**config.mk**
```make
export PLATFORM = sky130hd
export DESIGN_NAME = calc1_port_responder_flat
export DESIGN_NICKNAME = d
export VERILOG_FILES = /design/src/rtl/calc1_port_responder_if.sv /design/src/rtl/calc1_port_responder.sv /design/src/flat_wrapper.sv
export SDC_FILE = /design/constraint.sdc
export NUM_CORES = 1
export LEC_CHECK = 0
export CELL_PAD_IN_SITES_DETAIL_PLACEMENT = 1
export CELL_PAD_IN_SITES_GLOBAL_PLACEMENT = 1
export CORE_MARGIN = 4
export CORE_UTILIZATION = 50
export CTS_BUF_LIST = sky130_fd_sc_hd__clkbuf_2 sky130_fd_sc_hd__clkbuf_4 sky130_fd_sc_hd__clkbuf_8
export CTS_CLUSTER_DIAMETER = 80
export DETAILED_ROUTE_END_ITERATION = 6
export GPL_TIMING_DRIVEN = 0
export MAX_ROUTING_LAYER = met4
export PLACE_DENSITY_LB_ADDON = 0.08
export SLEW_MARGIN = 30
export SYNTH_ARGS = -nofsm -noshare
export SYNTH_HDL_FRONTEND = slang
export SYNTH_SLANG_ARGS = --single-unit
```
**constraint.sdc**
```tcl
create_clock -name c_clk -period 9 [get_ports c_clk]
set_input_delay 1.8 -clock c_clk [delete_from_list [all_inputs] [get_ports c_clk]]
set_output_delay 1.8 -clock c_clk [all_outputs]
set_load 0.03 [all_outputs]
```
**src/rtl/calc1_port_responder_if.sv**
```systemverilog
// Command/response bundle between a calc1 requester (master) and the responder (slave).
// dbg_state mirrors the responder FSM state so checkers can bind to it directly.
interface calc1_port_responder_if #(
  parameter int DATA_W = 32
);
  logic [3:0]        req_cmd_in;
  logic [DATA_W-1:0] req_data_in;
  logic              busy;
  logic [1:0]        out_resp;
  logic [DATA_W-1:0] out_data;
  logic [1:0]        dbg_state;

  // Handshake: the command is taken only while busy is low; the operand pair is
  // presented on two consecutive cycles and the response is a one-cycle pulse with
  // out_resp != 0. There is no ready/backpressure: commands seen while busy are dropped.
  modport master (
    output req_cmd_in, req_data_in,
    input  busy, out_resp, out_data, dbg_state
  );

  modport slave (
    input  req_cmd_in, req_data_in,
    output busy, out_resp, out_data, dbg_state
  );
endinterface

```
**src/rtl/calc1_port_responder.sv**
```systemverilog
// calc1 responder: takes cmd+op1, then op2, waits EXEC_LAT cycles, returns a one-cycle
// registered response (add/sub/shl/shr on unsigned operands).
module calc1_port_responder #(
  parameter int DATA_W   = 32,
  parameter int EXEC_LAT = 3
) (
  input  logic                   c_clk,
  input  logic                   reset_n,
  calc1_port_responder_if.slave  bus
);

  typedef enum logic [1:0] {
    S_IDLE = 2'd0,
    S_OP2  = 2'd1,
    S_EXEC = 2'd2,
    S_RESP = 2'd3
  } state_t;

  localparam int CNT_W = (EXEC_LAT > 1) ? $clog2(EXEC_LAT) : 1;

  localparam logic [3:0] CMD_ADD = 4'd1;
  localparam logic [3:0] CMD_SUB = 4'd2;
  localparam logic [3:0] CMD_SHL = 4'd5;
  localparam logic [3:0] CMD_SHR = 4'd6;

  state_t            r_state;
  state_t            w_state_nxt;
  logic [3:0]        r_cmd;
  logic [DATA_W-1:0] r_op1;
  logic [DATA_W-1:0] r_op2;
  logic [CNT_W-1:0]  r_cnt;
  logic [1:0]        r_resp;
  logic [DATA_W-1:0] r_data;

  logic              w_resp_load;
  logic [1:0]        w_resp_nxt;
  logic [DATA_W-1:0] w_data_nxt;
  logic [DATA_W:0]   w_sum;

  // State register
  always_ff @(posedge c_clk or negedge reset_n) begin
    if (!reset_n) begin
      r_state <= S_IDLE;
    end else begin
      r_state <= w_state_nxt;
    end
  end

  // Next-state logic
  always_comb begin
    w_state_nxt = r_state;
    case (r_state)
      S_IDLE: if (bus.req_cmd_in != 4'd0) w_state_nxt = S_OP2;
      S_OP2:  w_state_nxt = S_EXEC;
      S_EXEC: if (r_cnt == '0) w_state_nxt = S_RESP;
      S_RESP: w_state_nxt = S_IDLE;
      default: w_state_nxt = S_IDLE;
    endcase
  end

  // Operand capture and execution counter
  always_ff @(posedge c_clk or negedge reset_n) begin
    if (!reset_n) begin
      r_cmd <= '0;
      r_op1 <= '0;
      r_op2 <= '0;
      r_cnt <= '0;
    end else begin
      case (r_state)
        S_IDLE: begin
          if (bus.req_cmd_in != 4'd0) begin
            r_cmd <= bus.req_cmd_in;
            r_op1 <= bus.req_data_in;
          end
        end
        S_OP2: begin
          r_op2 <= bus.req_data_in;
          r_cnt <= CNT_W'(EXEC_LAT - 1);
        end
        S_EXEC: begin
          if (r_cnt != '0) r_cnt <= r_cnt - 1'b1;
        end
        default: ;
      endcase
    end
  end

  // Output logic: result is formed on the last EXEC cycle and registered into RESP
  always_comb begin
    w_sum       = {1'b0, r_op1} + {1'b0, r_op2};
    w_resp_load = (r_state == S_EXEC) && (r_cnt == '0);
    w_resp_nxt  = 2'd2;
    w_data_nxt  = '0;
    case (r_cmd)
      CMD_ADD: begin
        if (!w_sum[DATA_W]) begin
          w_resp_nxt = 2'd1;
          w_data_nxt = w_sum[DATA_W-1:0];
        end
      end
      CMD_SUB: begin
        if (r_op2 <= r_op1) begin
          w_resp_nxt = 2'd1;
          w_data_nxt = r_op1 - r_op2;
        end
      end
      CMD_SHL: begin
        w_resp_nxt = 2'd1;
        w_data_nxt = r_op1 << r_op2[4:0];
      end
      CMD_SHR: begin
        w_resp_nxt = 2'd1;
        w_data_nxt = r_op1 >> r_op2[4:0];
      end
      default: ;
    endcase
  end

  always_ff @(posedge c_clk or negedge reset_n) begin
    if (!reset_n) begin
      r_resp <= 2'd0;
      r_data <= '0;
    end else if (w_resp_load) begin
      r_resp <= w_resp_nxt;
      r_data <= w_data_nxt;
    end else begin
      r_resp <= 2'd0;
      r_data <= '0;
    end
  end

  assign bus.busy      = (r_state != S_IDLE);
  assign bus.out_resp  = r_resp;
  assign bus.out_data  = r_data;
  assign bus.dbg_state = r_state;

endmodule

```
**src/flat_wrapper.sv**
```systemverilog
// flat-port wrapper written by rule: the top's interface ports become plain ports
module calc1_port_responder_flat 
#(
  parameter int DATA_W   = 32,
  parameter int EXEC_LAT = 3
)
  (c_clk, reset_n, bus_req_cmd_in, bus_req_data_in, bus_busy, bus_out_resp, bus_out_data, bus_dbg_state);
  calc1_port_responder_if #(.DATA_W(DATA_W)) bus_i ();
  input  logic c_clk;
  input  logic reset_n;
  input wire logic [$bits(bus_i.req_cmd_in)-1:0] bus_req_cmd_in;
  input wire logic [$bits(bus_i.req_data_in)-1:0] bus_req_data_in;
  output wire logic [$bits(bus_i.busy)-1:0] bus_busy;
  output wire logic [$bits(bus_i.out_resp)-1:0] bus_out_resp;
  output wire logic [$bits(bus_i.out_data)-1:0] bus_out_data;
  output wire logic [$bits(bus_i.dbg_state)-1:0] bus_dbg_state;
  assign bus_i.req_cmd_in = bus_req_cmd_in;
  assign bus_i.req_data_in = bus_req_data_in;
  assign bus_busy = bus_i.busy;
  assign bus_out_resp = bus_i.out_resp;
  assign bus_out_data = bus_i.out_data;
  assign bus_dbg_state = bus_i.dbg_state;
  calc1_port_responder #(.DATA_W(DATA_W), .EXEC_LAT(EXEC_LAT)) u_core (.c_clk(c_clk), .reset_n(reset_n), .bus(bus_i));
endmodule
```
# ---- Word level (Yosys, flattened, before mapping)
# Index checks and enable logic that the tools add are counted.
dict set report classes {
  eq_ne 10
  n_reduce_logical 11
  shift 2
  magnitude_cmp 1
  bitwise_logic 0
  muxes 13
  n_div 0
  addsub 3
  mul 0
}
# operator count
set op_table {}
lappend op_table {{$pmux W32 S4} 1}
lappend op_table {{$mux W32} 3}
lappend op_table {{$add A32 B32 Y33} 1}
lappend op_table {{$le A32 B32 Y1} 1}
lappend op_table {{$shl A32 B5 Y32} 1}
lappend op_table {{$shr A32 B5 Y32} 1}
lappend op_table {{$sub A32 B32 Y32} 1}
lappend op_table {{$mux W2} 6}
lappend op_table {{$eq A4 B3 Y1 const B} 2}
lappend op_table {{$pmux W2 S4} 1}
lappend op_table {{$pmux W2 S3} 1}
lappend op_table {{$reduce_and A2 Y1} 3}
lappend op_table {{$reduce_bool A2 Y1} 3}
lappend op_table {{$eq A2 B2 Y1 const B} 2}
lappend op_table {{$eq A4 B1 Y1 const B} 1}
lappend op_table {{$eq A4 B2 Y1 const B} 1}
lappend op_table {{$logic_not A2 Y1} 2}
lappend op_table {{$ne A2 B1 Y1 const B} 2}
lappend op_table {{$pmux W2 S2} 1}
lappend op_table {{$reduce_bool A4 Y1} 1}
lappend op_table {{$eq A2 B1 Y1 const B} 1}
lappend op_table {{$ne A2 B2 Y1 const B} 1}
lappend op_table {{$reduce_or A2 Y1} 1}
lappend op_table {{$sub A2 B1 Y2 const B} 1}
lappend op_table {{$logic_and A1 B1 Y1} 1}
dict set report totals {
  wordCells 47
  ff_bits 106
  rom_bits 0
  out_inout_bits 37
  mem_count 0
  inputBits 38
  ram_bits 0
  latch_bits 0
}

# ---- Logic depth before layout (Yosys ltp)
dict set report depth {
  word_depth 4
  ltp_mapped 16
}

# ---- Least setup slack after synthesis
# OpenSTA, ideal clock, no wires.
dict set report synth_timing {
  path_kind {register -> register}
  from {reg u_core.r_op2[1]}
  to {reg u_core.r_data[12] (netlist: u_core.bus.out_data[12])}
  period_less_slack_ns 3.640
  setup_time_ns 0.124
  setup_slack_ns 5.360
  path_buffers 3
  arrival_ns 3.516
  stages_incl_launch_ff 15
  cell_sequence {dfrtp_1 -> buf_4 -> buf_2 -> buf_2 -> inv_1 -> fa_1 -> nor2_2 -> o221ai_2 -> a211oi_4 -> a211oi_4 -> o41ai_4 -> o21ai_4 -> a221o_1 -> o21a_1 -> o31a_1}
}
dict set report synth_via {
  elab_chain_cells 4
  word_cells_on_any_way 9
  classes_between {add/sub: 2; order compare: 1; shift: 2; mux: 4}
}
# element line
set synth_rtl {}
lappend synth_rtl {{start: declaration} calc1_port_responder.sv:30} ;# logic [DATA_W-1:0] r_op2;
lappend synth_rtl {{start signal: assignment} calc1_port_responder.sv:77} ;# r_op2 <= bus.req_data_in;
lappend synth_rtl {{$sub A32 B32 Y32, or another cell as far along} calc1_port_responder.sv:104} ;# w_data_nxt = r_op1 - r_op2;
lappend synth_rtl {{$mux W32 (on tied branches)} {calc1_port_responder.sv:102, calc1_port_responder.sv:96}}
lappend synth_rtl {{$pmux W32 S4 (*)} calc1_port_responder.sv:94} ;# case (r_cmd)
lappend synth_rtl {{$mux W32 (*)} calc1_port_responder.sv:123} ;# end else if (w_resp_load) begin
lappend synth_rtl {{end signal: assignment} calc1_port_responder.sv:125} ;# r_data <= w_data_nxt;
lappend synth_rtl {{end: declaration} calc1_port_responder.sv:33} ;# logic [DATA_W-1:0] r_data;
# Mark *: on every way between the ends. The rest lies on a longest branch, timed or not.
# A chain may end at the register's enable or synchronous reset.

# ---- Worst setup path in the final report
dict set report layout_timing {
  from {reg u_core.r_op2[2]}
  to {reg u_core.r_data[0] (netlist: u_core.bus.out_data[0])}
}
dict set report layout_via {
  elab_chain_cells 4
  word_cells_on_any_way 8
  classes_between {add/sub: 1; order compare: 1; shift: 2; mux: 4}
}
# element line
set layout_rtl {}
lappend layout_rtl {{$add A32 B32 Y33 or $le A32 B32 Y1 (tied branches)} {calc1_port_responder.sv:90, calc1_port_responder.sv:102}}
lappend layout_rtl {{$mux W32 (on tied branches)} {calc1_port_responder.sv:96, calc1_port_responder.sv:102}}
lappend layout_rtl {{$pmux W32 S4 (*)} calc1_port_responder.sv:94}
lappend layout_rtl {{$mux W32 (*)} calc1_port_responder.sv:123}
# Marked as above.

==> impl_metrics.csv <==
group,metric,value,unit
floorplan,die_w,155,um
floorplan,initial_core_util,0.510,
clocking,tritoncts,"done",
min_path,hold_class,"reg -> reg",
worst_setup_path,critPathKind,"reg -> reg",
routing,routed_wl,48.3,mm
global_route,grt_pass1_vias,12300,
final_layout,layout_common_cells,"146 x nor2_1, 142 x a21oi_1, 129 x nand2_1",
floorplan,die_area,0.0239,mm^2
final_layout,layout.area.seq,0.00265,mm^2
global_route,grt_first_pass_wirelength,73.4,mm
routing,drc,0,
floorplan,fp.coreArea,0.0211,mm^2
floorplan,die_y,155,um
final_layout,area_delta_synth_final,12.4,%
clocking,cts_buffer_depth,2,
clocking,h-tree-depth,3,
run_status,outcome,"finished clean",
sta,slew_headroom,0.284,
clocking,cts_hold_buffers,0,
clocking,post_cts_buffers,0,
routing,wire_per_inst,28.0,um
yosys,yosysWarnings,0,
sta,period_minus_slack,5420,ps
sta,hold_ws,515,ps
worst_setup_path,cp.arrival,5700,ps
clocking,numCtsBuffers,9,
final_layout,fill_cells,2633,
routing,dr.pass1.iters,6,
sta,setup_tns,0,ps
final_layout,drive_above_1_share,0.111,
job,maxCapViolations,0,
global_route,grt_max_degree,70,
routing,vias,11900,
global_route,overflow,0,
placed_design,hpwl,38.4,mm
yosys,synth-edff-count,0,
yosys,synth_nets,1467,
sta,fmax,0.184,GHz
routing,drt_iter0_markers,1474,
sta,setup_viol,0,
routing,antenna_left,0,
yosys,syn_inst,1358,
clocking,cts-root-buf,"clkbuf_8",
sta,rsz0062_at_grt,"no",
sta,worst_pin_slew,1070,ps
worst_setup_path,crit_fanout,10,
clocking,clk_latency,420,ps
yosys,ys_seq_elements,106,
final_layout,layout_commonest_cell,"nor2_1",
sta,finClkSkew,16.2,ps
final_layout,num-nets-final,1554,
floorplan,num_rows,53,
yosys,synthArstFlopShare,1.00,
yosys,ys_seq_area_frac,0.247,
final_layout,multi_input_area,0.00738,mm^2
floorplan,ios,75,
clocking,path_clk_slew,120,ps
routing,vias_per_cell,6.87,
worst_setup_path,start_kind,"register",
final_layout,final_area,0.0121,mm^2
yosys,synthesis.area,0.0107,mm^2
global_route,antenna_found_initial,1,
placed_design,gp_congestion,1.13,
sta,slew_viol_final,0,
yosys,avgSynthCellArea,7.92,um^2
clocking,cts_resized,0,
sta,final_hold_viol_count,0,
clocking,clock-sinks,106,
yosys,yosys.cell_types.count,87,
worst_setup_path,cp.required,9280,ps
sta,period_share,0.602,
placed_design,io_buffer_count,74,
worst_setup_path,critPathCaptureType,"register",
global_route,grt_use_total,0.412,
placed_design,place_area,0.0119,mm^2
yosys,synthFlopType,"dfrtp_1",
-- logic make-up (layout without fill, tap and decap cells) --
| group | after synthesis | after routing | share of synthesized area |
|---|---|---|---|
| compound gates | 471 | 471 | 0.288 |
| simple gates | 399 | 399 | 0.166 |
| buf+inv | 170 | 262 | 0.0673 |
| mux | 109 | 109 | 0.121 |
| flops | 106 | 106 | 0.247 |
| fa+ha+maj | 71 | 71 | 0.0840 |
| xor+xnor | 32 | 32 | 0.0261 |
| other cells | 0 | 1 | 0 |
-- final timing paths --
kind | from | depth (start not counted) | slack (ps) | endpoint
max | u_core.r_op2[2]$_DFFE_PN0N_ | 15 | 3580 | u_core.bus.out_data[0]$_DFF_PN0_
min | u_core.r_cnt[0]$_DFFE_PN0P_ | 1 | 510 | u_core.r_cnt[0]$_DFFE_PN0P_
max reg2reg | u_core.r_op2[2]$_DFFE_PN0N_ | 15 | 3580 | u_core.bus.out_data[0]$_DFF_PN0_
min reg2reg | u_core.r_cnt[0]$_DFFE_PN0P_ | 1 | 510 | u_core.r_cnt[0]$_DFFE_PN0P_
max in group asynchronous | reset_n | 2 | 7050 | u_core.r_op2[31]$_DFFE_PN0N_
min in group asynchronous | reset_n | 1 | 1250 | u_core.r_op2[10]$_DFFE_PN0N_
-- cell usage after synthesis (all sizes together), types with 17 or more instances --
cell type / instances / area (um^2)
nor2: 148 / 561
a21oi: 146 / 753
nand2: 129 / 484
dfrtp: 106 / 2650
o21ai: 104 / 532
inv: 75 / 282
ha: 69 / 863
mux2: 50 / 563
buf: 48 / 265
mux2i: 47 / 470
clkbuf: 44 / 165
o22ai: 33 / 206
xnor2: 30 / 263
nand2b: 22 / 138
nand3: 21 / 110
nor3: 20 / 100
a211oi: 18 / 170
o31ai: 17 / 138
-- layout make-up --
| cell class | count | area share |
|---|---|---|
| Sequential cell | 106 | 0.220 |
| Clock buffer | 10 | 0.0114 |
| Clock inverter | 6 | 0.00497 |
| Buffer | 92 | 0.0357 |
| Inverter | 78 | 0.0242 |
| Antenna cell | 1 | 0.000207 |
| Tap cell | 275 | 0.0285 |
| Multi-Input combinational cell | 1082 | 0.611 |
| Timing Repair Buffer | 76 | 0.0643 |
-- flip-flops by register name (all words and copies together), names as in the netlist --
| signal | cells |
|---|---|
| u_core.bus.dbg_state | 2 |
| u_core.r_cmd | 4 |
| u_core.r_op1 | 32 |
| u_core.r_op2 | 32 |
| u_core.bus.out_resp | 2 |
| u_core.bus.out_data | 32 |
| u_core.r_cnt | 2 |
-- critical path, stage by stage (launching register included) --
cell and delay (ps):
dfrtp_1 400, buf_2 210, clkinv_1 180, clkbuf_1 510, clkbuf_1 680, ha_1 450, nor2_2 160, o221ai_2 200
a211oi_4 450, a211oi_4 190, o41ai_4 550, o21a_1 420, buf_4 300, a21oi_1 110, a311oi_1 380, nor2_1 70
-- through the flow --
stage               worst slack (ps)  instances   util
CTS                             3810       1725  0.573
floorplan                       5360       1358      -
global placement                2230       1707  0.561
global route                    3590       1725  0.573
detailed placement              3880       1709  0.563
finish                          3580       1726  0.573
-- per-layer routing --
layer,vias up,track usage,wire [um]
met4,0,0.213,2790
met2,711,0.620,21600
met3,182,0.0775,4830
li1,5097,-,-
met5,-,-,0
met1,5863,0.529,19100
Power is not shown: default switching activity piles up to over one toggle a cycle in this logic, so the estimate is an artifact.
